## src/rtl/cog_seq.sv

```systemverilog
// Cog instruction sequencer: fetch, condition evaluation, S/D operand read,
// hub-op stall and commit of result, flags and next PC for the cog ALU.
module cog_seq #(
  parameter logic [8:0] PC_RESET = 9'h000
) (
  input  logic        clk_cog,
  input  logic        nres,
  input  logic        ena,
  output logic [8:0]  m_ra,
  input  logic [31:0] m_rq,
  output logic        m_we,
  output logic [8:0]  m_wa,
  output logic [31:0] m_wd,
  output logic [5:0]  alu_i,
  output logic [31:0] alu_s,
  output logic [31:0] alu_d,
  output logic [8:0]  alu_p,
  output logic        alu_run,
  output logic        alu_ci,
  output logic        alu_zi,
  output logic        alu_wc,
  input  logic        alu_wr,
  input  logic        alu_co,
  input  logic        alu_zo,
  input  logic [31:0] alu_r,
  output logic        hub_req,
  input  logic        hub_ack,
  output logic [8:0]  pc,
  output logic        c,
  output logic        z
);

  typedef enum logic [2:0] {IDLE, FI, FS, FD, EX, AL} state_t;

  localparam logic [5:0] OP_JMPRET = 6'b010111;
  localparam logic [5:0] OP_DJNZ   = 6'b111001;
  localparam logic [5:0] OP_TJNZ   = 6'b111010;
  localparam logic [5:0] OP_TJZ    = 6'b111011;

  state_t      state_q, state_d;
  logic [8:0]  pc_q, pc_d;
  logic [31:0] ir_q, ir_d;
  logic [31:0] s_q, s_d;
  logic [31:0] d_q, d_d;
  logic        c_q, c_d;
  logic        z_q, z_d;
  logic        run_q, run_d;

  logic [5:0]  op;
  logic [3:0]  cond;
  logic        cond_ok;
  logic        is_hub;
  logic        stall;
  logic        take_jmp;

  assign op      = ir_q[31:26];
  assign cond    = ir_q[21:18];
  assign cond_ok = cond[{c_q, z_q}];
  // 00010x are cog-local ops living in the hub opcode group
  assign is_hub  = (op[5:3] == 3'b000) && (op[5:1] != 5'b00010);
  assign hub_req = (state_q == AL) && cond_ok && is_hub;
  assign stall   = hub_req && !hub_ack;

  assign take_jmp = cond_ok &&
                    ((op == OP_JMPRET) ||
                     ((op == OP_DJNZ) && (alu_r != 32'd0)) ||
                     ((op == OP_TJNZ) && (d_q != 32'd0)) ||
                     ((op == OP_TJZ)  && (d_q == 32'd0)));

  assign alu_i   = ir_q[31:26];
  assign alu_s   = s_q;
  assign alu_d   = d_q;
  assign alu_p   = pc_q + 9'd1;
  assign alu_run = run_q;
  assign alu_ci  = c_q;
  assign alu_zi  = z_q;
  assign alu_wc  = ir_q[24];
  assign pc      = pc_q;
  assign c       = c_q;
  assign z       = z_q;

  always_comb begin
    state_d = state_q;
    pc_d    = pc_q;
    ir_d    = ir_q;
    s_d     = s_q;
    d_d     = d_q;
    c_d     = c_q;
    z_d     = z_q;
    run_d   = run_q;
    m_ra    = 9'd0;
    m_we    = 1'b0;
    m_wa    = 9'd0;
    m_wd    = 32'd0;
    case (state_q)
      IDLE: state_d = FI;
      FI: begin
        m_ra    = pc_q;
        run_d   = 1'b1;
        state_d = FS;
      end
      FS: begin
        ir_d    = m_rq;
        m_ra    = m_rq[8:0];
        state_d = FD;
      end
      FD: begin
        m_ra    = ir_q[17:9];
        s_d     = ir_q[22] ? {23'd0, ir_q[8:0]} : m_rq;
        state_d = EX;
      end
      EX: begin
        d_d     = m_rq;
        state_d = AL;
      end
      AL: begin
        if (!stall) begin
          state_d = FI;
          pc_d    = take_jmp ? s_q[8:0] : pc_q + 9'd1;
          if (cond_ok) begin
            m_we = ir_q[23] & alu_wr;
            m_wa = ir_q[17:9];
            m_wd = alu_r;
            if (ir_q[24]) c_d = alu_co;
            if (ir_q[25]) z_d = alu_zo;
          end
        end
      end
      default: state_d = IDLE;
    endcase
    // Disable wins over everything, including a commit in flight
    if (!ena) begin
      state_d = IDLE;
      pc_d    = PC_RESET;
      run_d   = 1'b0;
      m_we    = 1'b0;
      c_d     = c_q;
      z_d     = z_q;
    end
  end

  always_ff @(posedge clk_cog or negedge nres) begin
    if (!nres) begin
      state_q <= IDLE;
      pc_q    <= PC_RESET;
      ir_q    <= 32'd0;
      s_q     <= 32'd0;
      d_q     <= 32'd0;
      c_q     <= 1'b0;
      z_q     <= 1'b0;
      run_q   <= 1'b0;
    end else begin
      state_q <= state_d;
      pc_q    <= pc_d;
      ir_q    <= ir_d;
      s_q     <= s_d;
      d_q     <= d_d;
      c_q     <= c_d;
      z_q     <= z_d;
      run_q   <= run_d;
    end
  end

endmodule

```

## config.mk

```make
export PLATFORM = sky130hd
export DESIGN_NAME = cog_seq
export DESIGN_NICKNAME = d
export VERILOG_FILES = /design/src/rtl/cog_seq.sv
export SDC_FILE = /design/constraint.sdc
export NUM_CORES = 1
export LEC_CHECK = 0
export ABC_AREA = 1
export BUFFER_PORTS_ARGS = -buffer_cell sky130_fd_sc_hd__buf_2
export CAP_MARGIN = 20
export CORE_AREA = 2 2 76 150
export DETAILED_ROUTE_END_ITERATION = 16
export DIE_AREA = 0 0 78 152
export PLACE_DENSITY = 0.88
export SETUP_SLACK_MARGIN = 0.05
export SYNTH_ARGS = -nofsm -noshare
export SYNTH_HDL_FRONTEND = slang
export SYNTH_SLANG_ARGS = --single-unit
```

## constraint.sdc

```tcl
create_clock -name clk_cog -period 5.3 [get_ports clk_cog]
set_clock_uncertainty 0.2 [all_clocks]
set_input_delay 0.53 -clock clk_cog [delete_from_list [all_inputs] [get_ports clk_cog]]
set_output_delay 0.53 -clock clk_cog [all_outputs]
set_load 0.005 [all_outputs]
```

# Word-level counts from Yosys, hierarchy flattened
# Cells that the tools add are included.
# totals
reg_bits	111
inputBits	71
output_inout_bits	146
word_cells	69
# op_classes
addsub	1
order_cmp	1
eq_ne	14
n_mux	23
n_bitwise	2
n_reduce_logical	20
# ops
op	n
$mux 32	4
$reduce_bool 32->1	2
$mux 9	7
$logic_not 32->1	1
$pmux 9 s3	1
$eq 6x6->1 const B	3
$pmux 3 s6	1
$reduce_and 5->1	2
$add 9x1->9 const B	1
$logic_and 1x1->1	8
$mux 1	7
$eq 3x2->1 const B	2
$eq 3x3->1 const B	2
$eq 6x5->1 const B	1
$logic_not 3->1	2
$mux 3	2
$ne 5x2->1 const B	1
$ne 2x1->1 const B	2
$eq 3x1->1 const B	1
$logic_or 1x1->1	3
$lt 2x3->1 const B	1
$ne 3x3->1 const B	1
$bmux 1 s2	1
$ne 2x2->1 const B	1
4 further kinds	4

# Longest topological paths before layout
# Gate-level depths: netlist (run 1).
# depth
word_depth	10
ltp_mapped	12
ltp_nobuf	12

# Worst setup path after synthesis (run 1)
# Ideal clock, no wire load.
# synth_path
kind	register to output
startpoint	reg z_q (netlist: alu_zi)
endpoint	out m_wa[0]
arrival_time_ns	1.351
required_ns	4.570
slack_ns	3.219
path_stages_with_launch	10
n_path_buf	1
path_cell_list	dfrtp_1 inv_2 nand2_1 nand3_1 nand2_1 nor2_4 nand3b_4 clkbuf_1 nand3_1 inv_1
# synth_via
elab_chain_len	7
word_cells_on_any_way	8
cone_classes	mux: 5; reduce/logical: 3
# synth_rtl
item	line_no	rtl
start: declaration	46	logic z_q, z_d;
start signal: assignment	159	z_q <= z_d;
$bmux 1 s2 (*)	58	assign cond_ok = cond[{c_q, z_q}];
$mux 1 (implied by the code) (*)	58	
$logic_and 1x1->1 (2 in a row)	61	assign hub_req = (state_q == AL) && cond_ok && is_hub;
$logic_and 1x1->1	62	assign stall = hub_req && !hub_ack;
$mux 9 (*)	117	if (!stall) begin
$mux 9 (*)	95	case (state_q)
end: declaration	12	output logic [8:0] m_wa,
# Every way passes the cells marked *; elsewhere a longest branch is shown, timed or not. The select of a mux whose other input is x is not followed.

# Worst setup path after layout (run 1)
# layout_path
startpoint	reg z_q (netlist: alu_zi)
endpoint	out m_we
# layout_via
elab_chain_len	8
word_cells_on_any_way	9
cone_classes	mux: 6; reduce/logical: 3
# layout_rtl
item	line_no	rtl
$bmux 1 s2 (*)	58	
$mux 1 (implied by the code) (*)	58	
$logic_and 1x1->1 (2 in a row)	61	
$logic_and 1x1->1	62	
$mux 1 (*)	117	
$mux 1 (*)	95	
$mux 1 (*)	132	if (!ena) begin
end: declaration	11	output logic m_we,
# Marked as above.

==> results.toml, run 1 <==
[timing]
finalSetupTns_ps = 0
post-route-period-util = 0.7065
rsz0062_at_grt = "no"
slew_headroom = 0.3220
setup_viol = 0
finalCriticalPeriod_ps = 3745
hold_viol = 0
drv_slew = 0
worst_pin_slew_ps = 1015
whs_ps = 49.28
fmax_mhz = 267.1

[synth]
synth_cell_types = 33
synth_area_leaders = "dfrtp_1 50%, nand2_1 12%, inv_1 7.1%"
synth_area_um2 = 5534
synth_cells = 702
syn_nets = 774
ys_seq_area_frac = 0.5019
synth-edff-count = 0
synthFlopType = "dfrtp_1"
synth_area_per_cell_um2 = 7.883
ys_ff_latch = 111
yosysTopAreaCell = "dfrtp_1"
netlist.area_leader.share = 0.5019
postSynth.asyncResetShare = 1.000
ys_warn_count = 0

[clocking]
cts_tree = "done"
cts.sinks = 111
numCtsBuffers = 9
cts_hold_buf = 0
insertion_delay_ps = 350
htree_levels = 3
post_cts_resized = 0
clock_path_buffers = 2
cts-root-buf = "clkbuf_16"
clk_pin_slew_ps = 80
post_cts_buffers = 0

[die]
core-area_um2 = 10810
start_util = 0.5119
die_area_um2 = 11860
ios = 217
rows = 54
die_y_um = 152
die_x_um = 78

[critical_path]
cp.arrival_ps = 3010
crit_required_ps = 4570
start_kind = "flip-flop"
r2r_cells = 9
startpoint = "alu_zi"
worstSetupPathType = "reg2out"
crit_path_end_kind = "primary output"
endpoint = "m_we"
r2r-start = "alu_zi"
r2r_slack_ps = 2140
r2r-end = "pc[7]"
crit_fanout = 46

[grt]
grt_pass1_vias = 4978
grt_usage = 0.2725
overflow = 0
grt_antenna_before_repair = 1
grt_pass1_wl_um = 25320
grt_max_degree = 63

[power_and_ir_drop]
p_leak_nw = 4.161
clockPowerShare = 0.235
p_comb_frac = 0.286
pwr_density_cell_nw_per_um2 = 423.4
irDropWorstVdd_uv = 293.6
p_sw_mw = 1.032
seqPwrFrac = 0.478
power.internal_mw = 1.914
switching_share = 0.3503

[placement]
gp_routability_congestion = 0.8935
portBuffers = 216
place_inst = 1022
dp_hpwl_um = 12200

[final_layout]
multiInputGateArea_um2 = 2146
drive_above_1_share = 0.2870
area_growth_syn_to_layout_pct = 25.73
final_util = 0.6436
seqCellArea_um2 = 2778
fillers = 992
final_nets = 966
layoutNonFillerInstCount = 1040

[route]
wl_per_cell_um = 15.54
ant_nets = 0
wl_um = 16170
drc = 0
drt_iter0_markers = 380
drt_pass1_iterations = 6
avgViaCountPerCell = 5.161
vias = 5367

[run]
max_cap_viol_count = 0

[worst_hold_path]
hp-class = "in2async"

[outcome]
status = "finished, final reports clean"
==> flip-flops by register name (all words and copies together) (netlist names) <==
register / flops
alu_ci: 1
alu_zi: 1
alu_s: 32
state_q: 3
alu_d: 32
alu_run: 1
ir_q: 32
pc: 9
==> cell families after synthesis <==
family	count (synthesis)	synth area share
simple gates	318	0.2467
buf+inv	151	0.1112
compound gates	111	0.1207
flops	111	0.5019
xor+xnor	7	0.01108
mux	3	0.006104
fa+ha+maj	1	0.002261
==> cell usage in the layout (no fill, tap or decap) <==
cell | Yosys | routed
or2_4 | 1 | 1
buf_2 | 3 | 215
clkinv_4 | 0 | 1
inv_8 | 0 | 1
nor2_8 | 1 | 1
a211oi_1 | 1 | 1
o21ai_4 | 1 | 1
ha_1 | 1 | 1
inv_1 | 105 | 105
nand4_1 | 3 | 3
o211ai_1 | 16 | 16
nor2_2 | 1 | 1
nand3_2 | 1 | 2
nand3b_4 | 1 | 1
clkinv_2 | 0 | 2
bufinv_16 | 0 | 1
clkinv_1 | 1 | 1
o31ai_1 | 23 | 23
nor3_2 | 1 | 1
dfrtp_1 | 111 | 111
a21oi_1 | 4 | 4
buf_16 | 0 | 1
inv_2 | 6 | 6
nor2_1 | 57 | 57
diode_2 | 0 | 1
or2_2 | 1 | 1
clkbuf_16 | 0 | 9
inv_6 | 0 | 2
and2_1 | 1 | 1
a31oi_1 | 1 | 1
nor2_4 | 1 | 1
nor3_1 | 2 | 2
nand3_1 | 71 | 70
nand2_1 | 173 | 173
buf_4 | 8 | 4
nand2_2 | 3 | 3
xor2_1 | 7 | 7
mux2_2 | 3 | 3
o21ai_0 | 65 | 65
==> cells in the mapped netlist, drive strengths merged (2+ instances only) <==
cell type	instances
o21ai	66
o211ai	16
inv	111
nor3	3
a21oi	4
buf	13
clkbuf	26
nand4	3
dfrtp	111
xor2	7
nor2	60
or2	2
nand3	72
nand2	176
o31ai	23
mux2	3
==> through the flow <==
step           area, um^2  worst slack [ps]  total power [mW]
6_report             6958              1555             2.946
5_1_grt              6958              1332             3.139
4_1_cts              6928              1581             2.943
3_5_place_dp         6625              1968             2.251
3_3_place_gp         6625              2040             2.212
2_1_floorplan        5534              3219             1.805
==> power groups by stage <==
stage,Combinational (mW),Clock (mW),Sequential (mW)
2_1_floorplan,0.422,0,1.38
3_3_place_gp,0.783,0,1.43
3_5_place_dp,0.816,0,1.43
4_1_cts,0.820,0.699,1.42
5_1_grt,0.956,0.736,1.45
6_report,0.844,0.693,1.41
==> worst max-delay path, cell delays in order (launching register included) <==
cell      delay [ps]
dfrtp_1          430
inv_2             80
nand2_1           50
nand3_1           60
nand2_1          110
nor2_4           780
nand3b_4         640
nand2_2          280
nor2_1            50
buf_2            130
==> worst min path at each step <==
stage | to | cells past startpoint | slack (ps)
after floorplan | alu_ci | 0 | 30
after global placement | ir_q[8] | 2 | 250
after detailed placement | ir_q[8] | 2 | 260
after CTS | alu_d[4] | 1 | 80
after global routing | alu_s[14] | 1 | 110
final | alu_d[4] | 1 | 50
==> per-layer routing <==
| metal | track usage | share of wire | routed length [um] |
|---|---|---|---|
| met4 | 0.1353 | 0.040 | 654 |
| met5 | 0 | 0 | 0 |
| met2 | 0.4704 | 0.52 | 8472 |
| met3 | 0.03741 | 0.046 | 737 |
| met1 | 0.3284 | 0.39 | 6301 |
==> final cells by class <==
class,count,area share
multi-input combinational,440,0.3084
clock buffer,9,0.03237
sequential,111,0.3992
timing repair buffer,220,0.1629
clock inverter,7,0.01115
tap,140,0.02518
antenna,1,0.0003596
inverter,112,0.06042
(Power assumes the default switching activity.)
==> run 2: changes to the inputs <==
==> config.mk (replaced) <==
export PLATFORM = sky130hd
export DESIGN_NAME = cog_seq
export DESIGN_NICKNAME = d
export VERILOG_FILES = /design/src/rtl/cog_seq.sv
export SDC_FILE = /design/constraint.sdc
export NUM_CORES = 1
export LEC_CHECK = 0
export ABC_AREA = 0
export BUFFER_PORTS_ARGS = -buffer_cell sky130_fd_sc_hd__buf_2
export CAP_MARGIN = 20
export CORE_AREA = 2 2 79 156
export DETAILED_ROUTE_END_ITERATION = 16
export DIE_AREA = 0 0 81 158
export PLACE_DENSITY = 0.82
export SETUP_SLACK_MARGIN = 0.05
export SYNTH_ARGS = -nofsm -noshare
export SYNTH_HDL_FRONTEND = slang
export SYNTH_SLANG_ARGS = --single-unit
==> constraint.sdc (replaced) <==
create_clock -name clk_cog -period 3.65 [get_ports clk_cog]
set_clock_uncertainty 0.2 [all_clocks]
set_input_delay 0.365 -clock clk_cog [delete_from_list [all_inputs] [get_ports clk_cog]]
set_output_delay 0.365 -clock clk_cog [all_outputs]
set_load 0.005 [all_outputs]
==> results.toml, run 2 <==
[outcome]
status = "finished, final reports clean"

[timing]
post-route-period-util = 0.9069
slew_headroom = 0.3597
finalCriticalPeriod_ps = 3310
setup_viol = 0
fmax_mhz = 302.1
hold_viol = 0
finalSetupTns_ps = 0
rsz0062_at_grt = "no"
worst_pin_slew_ps = 958.4
drv_slew = 0

[clocking]
cts.sinks = 111
cts_tree = "done"
numCtsBuffers = 9
clk_pin_slew_ps = 70
cts-root-buf = "clkbuf_16"
insertion_delay_ps = 350
clock_path_buffers = 2
htree_levels = 3

[grt]
grt_max_degree = 64
overflow = 0
grt_pass1_wl_um = 26260
grt_usage = 0.2796
grt_antenna_before_repair = 4
grt_pass1_vias = 4773

[route]
drt_pass1_iterations = 5
ant_nets = 0
drt_iter0_markers = 408
avgViaCountPerCell = 5.682
wl_um = 17750
drc = 0
vias = 4892
wl_per_cell_um = 20.61

[final_layout]
drive_above_1_share = 0.4599
design_area_um2 = 7033
layoutNonFillerInstCount = 861
fillers = 1024
area_growth_syn_to_layout_pct = 27.23
final_cell_mix = "215 x buf_2, 111 x dfrtp_1, 71 x mux2_2"
layout_commonest_cell = "buf_2"
final_nets = 778

[die]
die_x_um = 81
die_area_um2 = 12800
start_util = 0.4753
ios = 217
rows = 56
die_y_um = 158
core-area_um2 = 11630

[critical_path]
cp.arrival_ps = 2750
crit_family = "simple AND/OR/NAND/NOR gates"
critPathSlowestCell = "mux4_2"
max_stage_delay_ps = 820
worstSetupPathType = "reg2out"
cp_cell_sequence = "mux4_2 -> nand4b_2 -> or2_4 -> nand3_4 -> nor2_4 -> and4_1 -> buf_2"
crit_fanout = 43
crit_required_ps = 3080
start_kind = "flip-flop"
crit_path_end_kind = "primary output"
cp_num_buf_inv = 1
r2r_slack_ps = 790

[power_and_ir_drop]
irDropWorstVdd_uv = 512.0
pwr_density_cell_nw_per_um2 = 688.0
p_leak_nw = 3.660

[synth]
syn_nets = 585
synth_area_um2 = 5528
ys_ff_latch = 111
ys_seq_area_frac = 0.5025
synth-edff-count = 0
synthFlopType = "dfrtp_1"
synth_cells = 513
yosysTopAreaCell = "dfrtp_1"
post-synth-top-count-cell = "dfrtp_1"
synth_cell_types = 50
netlist.area_leader.share = 0.5025
postSynth.asyncResetShare = 1.000
synth_area_leaders = "dfrtp_1 50%, mux2_2 14%, and3_1 5.0%"
ys_warn_count = 0
synth_common_cells = "111 x dfrtp_1, 71 x mux2_2, 55 x nand2_1"
synth_area_per_cell_um2 = 10.78

[worst_hold_path]
hp-class = "in2reg"

[placement]
portBuffers = 216
place_inst = 837
dp_hpwl_um = 13540
placed_area_um2 = 6636
gp_routability_congestion = 0.9033

[run]
max_cap_viol_count = 0
-- run 2: cell types whose count changed in the layout (fill, tap and decap cells not counted), sizes merged, moves of 23 or more --
cell    previous run  this run
nand2            176        55
inv              114         4
mux2               3        73
nand3             72         9
nor2              60        15
and3               0        44
nand2b             0        29
o31ai             23         0
-- run 2: final timing paths --
kind,start,depth (start not counted),end
max reg2reg,alu_zi,8,pc[2]
min reg2reg,alu_s[9],2,alu_s[9]
max,alu_zi,7,m_we
max in group asynchronous,nres,3,alu_s[9]
min in group asynchronous,nres,2,alu_s[28]
min,alu_zo,2,alu_zi
-- run 2: final cells by class --
type | instances | area [um^2] | share of cell area
diodes | 5 | 12.51 | 0.001779
flip-flops and latches | 111 | 2778 | 0.3949
repair buffers | 223 | 1171 | 0.1665
clock buffers | 12 | 256.5 | 0.03647
well taps | 145 | 181.4 | 0.02580
multi-input cells | 357 | 2542 | 0.3615
clock inverters | 4 | 76.32 | 0.01085
inverters | 4 | 15.01 | 0.002135
-- run 2: routing by layer --
metal	routed length, um	GRT usage	up-vias
met5	0	0	-
met2	9422	0.4695	237
li1	-	-	2209
met4	966	0.1808	0
met3	977	0.03421	52
met1	6380	0.3303	2394
-- run 2: power by group --
group / total (mW) / switching, mW / internal, mW
Combinational: 1.54 / 0.727 / 0.813
Clock: 1.08 / 0.441 / 0.642
Sequential: 2.22 / 0.460 / 1.76
-- run 2: worst reg2reg max path: cells and delay by family (launching register included) --
kind | cells | cell delay [ps]
compound gates | 3 | 330
buf+inv | 1 | 250
flops | 1 | 400
mux | 1 | 820
simple gates | 3 | 790
-- run 2: cells by family (layout without fill, tap and decap cells) --
logic type / after synthesis / in the layout / synth area share
buffers and inverters: 46 / 243 / 0.04277
multiplexers: 84 / 84 / 0.1709
XOR/XNOR: 3 / 3 / 0.004754
adder cells (fa/ha/maj): 1 / 1 / 0.002263
other: 0 / 5 / 0
AND/OR/NAND/NOR: 195 / 196 / 0.1960
flip-flops: 111 / 111 / 0.5025
AO/OA/AOI/OAI: 73 / 73 / 0.08081
-- run 2: what timing repair did --
action | CTS | global route
hold buffers | 1 | 0
setup buffers | 0 | 0
resized for setup | 0 | 1
hold endpoints to repair | 62 | 0
setup endpoints to repair | 0 | 41
-- run 2: through the flow --
step	util	power, mW	hold WS [ps]	worst slack (ps)
3_5_place_dp	0.5706	3.742	264.9	568.8
5_1_grt	0.6045	5.108	48.33	212.6
2_1_floorplan	-	2.953	-130.6	1364
4_1_cts	0.6000	4.825	31.78	188.7
6_report	0.6047	4.839	33.11	339.8
3_3_place_gp	0.5706	3.651	258.2	652.6
